### config.mk
export PLATFORM = sky130hd
export DESIGN_NAME = vga_sync_gen
export DESIGN_NICKNAME = d
export VERILOG_FILES = /design/src/rtl/vga_sync_gen.sv
export SDC_FILE = /design/constraint.sdc
export NUM_CORES = 1
export LEC_CHECK = 0
export BUFFER_PORTS_ARGS = -buffer_cell sky130_fd_sc_hd__buf_2
export CAP_MARGIN = 15
export CORE_MARGIN = 10
export CORE_UTILIZATION = 40
export CTS_BUF_LIST = sky130_fd_sc_hd__clkbuf_16
export DETAILED_ROUTE_END_ITERATION = 7
export GPL_TIMING_DRIVEN = 0
export PLACE_DENSITY = 0.6
export SYNTH_ARGS = -nofsm -noshare
export SYNTH_HDL_FRONTEND = slang
export SYNTH_SLANG_ARGS = --single-unit
export TNS_END_PERCENT = 5
### constraint.sdc
create_clock -name clock -period 1.78 [get_ports clock]
set_input_delay 0.089 -clock clock [delete_from_list [all_inputs] [get_ports clock]]
set_output_delay 0.089 -clock clock [all_outputs]
set_load 0.02 [all_outputs]
### src/rtl/vga_sync_gen.sv
// ---------------------------------------------------------------------------
// vga_sync_gen
//   VGA raster timing generator (640x480@60 by default). The board clock is
//   divided down to a one-clock pixel strobe; horizontal and vertical
//   counters step on that strobe and drive sync, blanking, pixel coordinates
//   and a once-per-frame strobe for the game logic.
//
// Ports
//   clock      in   board clock, all state changes on the rising edge
//   reset      in   asynchronous, active-low reset
//   hSync      out  horizontal sync, equal to SYNC_POL during the sync interval
//   vSync      out  vertical sync, equal to SYNC_POL during the sync interval
//   videoON    out  high while pixelX/pixelY lie inside the visible area
//   pTick      out  one-clock pixel-advance strobe, once per TICK_DIV clocks
//   pixelX     out  horizontal count, 0..H_TOTAL-1
//   pixelY     out  vertical count, 0..V_TOTAL-1
//   frameTick  out  one-clock strobe on the last pixel of each frame
//
// Every output is a register loaded from the next-state counter values, so
// sync, blanking and frameTick carry no skew relative to pixelX/pixelY.
// ---------------------------------------------------------------------------
module vga_sync_gen #(
    parameter int H_DISPLAY = 640,
    parameter int H_FRONT   = 16,
    parameter int H_SYNC    = 96,
    parameter int H_BACK    = 48,
    parameter int V_DISPLAY = 480,
    parameter int V_FRONT   = 10,
    parameter int V_SYNC    = 2,
    parameter int V_BACK    = 33,
    parameter int TICK_DIV  = 4,
    parameter bit SYNC_POL  = 1'b0
) (
    input  logic       clock,
    input  logic       reset,
    output logic       hSync,
    output logic       vSync,
    output logic       videoON,
    output logic       pTick,
    output logic [9:0] pixelX,
    output logic [9:0] pixelY,
    output logic       frameTick
);

    localparam int H_TOTAL = H_DISPLAY + H_FRONT + H_SYNC + H_BACK;
    localparam int V_TOTAL = V_DISPLAY + V_FRONT + V_SYNC + V_BACK;

    // Divider width; a divide-by-one still needs a one-bit counter that
    // simply stays at zero.
    localparam int TICK_W = (TICK_DIV > 1) ? $clog2(TICK_DIV) : 1;
    localparam logic [TICK_W-1:0] TICK_LAST = TICK_W'(TICK_DIV - 1);

    localparam logic [9:0] H_LAST     = 10'(H_TOTAL - 1);
    localparam logic [9:0] V_LAST     = 10'(V_TOTAL - 1);
    localparam logic [9:0] H_VISIBLE  = 10'(H_DISPLAY);
    localparam logic [9:0] V_VISIBLE  = 10'(V_DISPLAY);
    localparam logic [9:0] HS_FIRST   = 10'(H_DISPLAY + H_FRONT);
    localparam logic [9:0] HS_LAST    = 10'(H_DISPLAY + H_FRONT + H_SYNC - 1);
    localparam logic [9:0] VS_FIRST   = 10'(V_DISPLAY + V_FRONT);
    localparam logic [9:0] VS_LAST    = 10'(V_DISPLAY + V_FRONT + V_SYNC - 1);

    logic [TICK_W-1:0] tick_cnt;
    logic [TICK_W-1:0] tick_cnt_nxt;
    logic              ptick_nxt;
    logic [9:0]        x_nxt;
    logic [9:0]        y_nxt;
    logic              hsync_nxt;
    logic              vsync_nxt;
    logic              video_nxt;
    logic              frame_nxt;

    // Next-state: divider, raster counters and decode of the new position
    always_comb begin
        tick_cnt_nxt = tick_cnt + TICK_W'(1);
        if (tick_cnt >= TICK_LAST) begin
            tick_cnt_nxt = '0;
        end

        // pTick marks the cycle in which the divider sits at its last count.
        ptick_nxt = (tick_cnt_nxt == TICK_LAST);

        // Counters step only on the edge that closes a pTick cycle. The >=
        // comparisons keep the counters bounded even from a corrupted state.
        x_nxt = pixelX;
        y_nxt = pixelY;
        if (pTick) begin
            if (pixelX >= H_LAST) begin
                x_nxt = '0;
                if (pixelY >= V_LAST) begin
                    y_nxt = '0;
                end else begin
                    y_nxt = pixelY + 10'd1;
                end
            end else begin
                x_nxt = pixelX + 10'd1;
            end
        end

        hsync_nxt = ~SYNC_POL;
        if ((x_nxt >= HS_FIRST) && (x_nxt <= HS_LAST)) begin
            hsync_nxt = SYNC_POL;
        end

        vsync_nxt = ~SYNC_POL;
        if ((y_nxt >= VS_FIRST) && (y_nxt <= VS_LAST)) begin
            vsync_nxt = SYNC_POL;
        end

        video_nxt = (x_nxt < H_VISIBLE) && (y_nxt < V_VISIBLE);

        // Asserted together with the pTick that will close the last pixel.
        frame_nxt = ptick_nxt && (x_nxt == H_LAST) && (y_nxt == V_LAST);
    end

    // Registered state and outputs
    always_ff @(posedge clock or negedge reset) begin
        if (!reset) begin
            tick_cnt  <= '0;
            pTick     <= 1'b0;
            pixelX    <= '0;
            pixelY    <= '0;
            hSync     <= ~SYNC_POL;
            vSync     <= ~SYNC_POL;
            videoON   <= 1'b0;
            frameTick <= 1'b0;
        end else begin
            tick_cnt  <= tick_cnt_nxt;
            pTick     <= ptick_nxt;
            pixelX    <= x_nxt;
            pixelY    <= y_nxt;
            hSync     <= hsync_nxt;
            vSync     <= vsync_nxt;
            videoON   <= video_nxt;
            frameTick <= frame_nxt;
        end
    end

endmodule
==> metrics.txt <==
Antenna Diode Count=0; die area=6700 um^2; vias per cell=5.49; Initial DRT Pass Iterations=4; f_max=482 MHz; Pwr per Cell Area=547 nW/um^2; Yosys top cell by area=dfrtp_1; worst r2r src=pixelY[4]$_DFF_PN0_; GR Util All Layers=12.4%; Die Wd=81.9 um; Routed Antenna Nets=0; switching power total=213 uW; layout cell share with drive strength beyond 1=41.8%; Post-synth top flop=dfrtp_1; clock root cell=clkbuf_16; Tightest Pin Transition=0.591 ns; placed cells=231; sw frac=18.9%; clock latency on the worst-skew pair=0.26 ns; max capacitance violation total=0; Commonest cells post-synth=dfrtp_1, nor2_1, nand2_1; Clock Pin Slew Worst Setup and Hold Paths=0.06 ns; Worst EP arrival=2.24 ns; min cycle time layout=2.08 ns; GPL Wtd Cong=0.819; Final Slew Violations=0; relative slew slack=60.6%; Synth Cell Area=1530 um^2; Max Root-Sink Buffers=2; Routed WL=4040 um; failing checks=negative setup slack; syn_nets=164; Yosys warning total=0; initial antenna violation count=0; Setup Skew=0.00305 ns; layout overhead on the synthesized area=34.9%; pin count of the biggest net entering global routing=28; CTS Buf Count=3; Final nets=209; first-pass GRT wire length=6620 um; crit end category=flop; Yosys reg bits=27; I/O pin cnt=27; final period utilization=117%; H-tree depth=1; core area=3690 um^2; ys async rst share=100%; Leak=0.000919 uW; Initial Util=41.5%; Yosys cell types=46; CTS tree=built; Setup Viol. Count Final=5; port bufs=26; non-filler cells, final=249; crit-path max FO=5; num rows=22; die extent in y=81.9 um; Comb pwr share=1.2%; EDFF count, synth=0; top cells by area, synth=dfrtp_1, ha_1, dfstp_2; Final HPWL DP=2770 um; gate count of the mapped netlist=157; initial DRC count=100; Avg Cell Area, Syn=9.75 um^2; worst r2r path cells=6; GRT Residual Overflow=0; most frequent cell after synthesis=dfrtp_1; DR vias=1368; CP startpoint kind=flop; Power Internal=917 uW; hold slack=0.366 ns; RSZ-0062 raised after global routing=true; Clock Power Share=44.5%; CP required=1.94 ns; power share of the sequential group=54.3%; Setup TNS=-0.996 ns; Final WS setup=-0.295 ns; WL/cell=16.2 um; Seq/Total Area, Yosys=44.3%; peak supply drop=0.466 mV; vias in the first global route=1372; drt drc=0; flop2flop setup slack=-0.30 ns; Yosys top cell area share=40.9%; # clock sinks=27; Hold Vio Cnt, Final=0; worst r2r dst=vSync$_DFF_PN1_; critical path type=flop to flop; worst hold path type=primary input to asynchronous set/reset pin; status=complete, but fails checks
## cell usage in the layout (no fill, tap or decap), types with 4 or more instances in the layout
cell and instances:
buf_2 26, dfrtp_1 18, buf_4 14, nor2_1 12, nand2_1 11, inv_1 10, nand3_1 8, o21ai_0 8
nand4_1 7, dfrtp_2 7, and3_2 4, a21oi_1 4, nor3_1 4
## metrics by stage
stage / total power, uW / util [%] / cell area (um^2) / worst slack [ns]
after floorplan: 625 / - / 1560 / -0.208
after global placement: 638 / 47.6 / 1750 / -0.456
after detailed placement: 639 / 47.6 / 1750 / -0.491
after CTS: 1140 / 54.2 / 2000 / -0.257
after global routing: 1170 / 56.0 / 2060 / -0.376
final: 1130 / 56.0 / 2060 / -0.295
## sequential cells by signal, indices dropped and copies added, names as in the netlist
register	flops
frameTick	1
hSync	1
pTick	1
pixelX	10
pixelY	10
tick_cnt	2
vSync	1
videoON	1
## cells by family (layout without fill, tap and decap cells)
| group | Yosys count | in the layout | synth area share (%) |
|---|---|---|---|
| xor gates and xnor gates | 6 | 6 | 3.43 |
| muxes | 2 | 2 | 1.31 |
| buffers and inverters | 14 | 58 | 4.25 |
| and+or+nand+nor | 71 | 71 | 26.9 |
| DFF | 27 | 27 | 44.3 |
| AOI/OAI and AO/OA | 32 | 32 | 15.7 |
| adders and majority gates | 5 | 5 | 4.09 |
## area by class of cell
class	count	area (um^2)
Clock buffer	3	75.1
Fill cell	337	1620
Timing Repair Buffer	41	249
Inverter	9	33.8
Tap cell	48	60.1
Multi-Input combinational cell	116	918
Clock inverter	1	3.75
Buffer	4	37.5
Sequential cell	27	687
## worst max-delay path: stages, from the launching register on
cell	delay, ns
dfrtp_2	0.43
a211o_1	0.32
o41a_1	0.46
and2_4	0.19
nor3_4	0.17
nand4_1	0.16
nand4bb_1	0.25
## power by group through the flow
stage | sequential, uW | clock [uW] | combinational, uW
2_1_floorplan | 625 | 0 | 0.000313
3_3_place_gp | 625 | 0 | 13.0
3_5_place_dp | 625 | 0 | 13.5
4_1_cts | 613 | 513 | 15.2
5_1_grt | 613 | 541 | 16.4
6_report | 614 | 502 | 13.7
## how the worst max path moves through the flow
stage | from | end | cells after the start
global placement | pixelY[2]$_DFF_PN0_ | vSync$_DFF_PN1_ | 6
finish | pixelY[4]$_DFF_PN0_ | vSync$_DFF_PN1_ | 6
detailed placement | pixelY[2]$_DFF_PN0_ | vSync$_DFF_PN1_ | 6
CTS | pixelY[2]$_DFF_PN0_ | vSync$_DFF_PN1_ | 6
global route | pixelX[6]$_DFF_PN0_ | frameTick$_DFF_PN0_ | 7
floorplan | pixelY[4]$_DFF_PN0_ | frameTick$_DFF_PN0_ | 7
## repair_timing
action,CTS,global route
buffers inserted,13,1
resized for setup,16,13
gates cloned,0,0
setup endpoints to repair,10,8
hold buffers,1,0
hold endpoints to repair,25,0
pin swaps,14,8
## routing by layer
metal  part of all wire (%)  global-route usage, %
met5                      0                      0
met4                   0.57                   2.04
met3                    6.3                   3.60
met2                     48                   20.5
met1                     45                   15.8
Note: power is estimated with default switching activity, not from simulation.
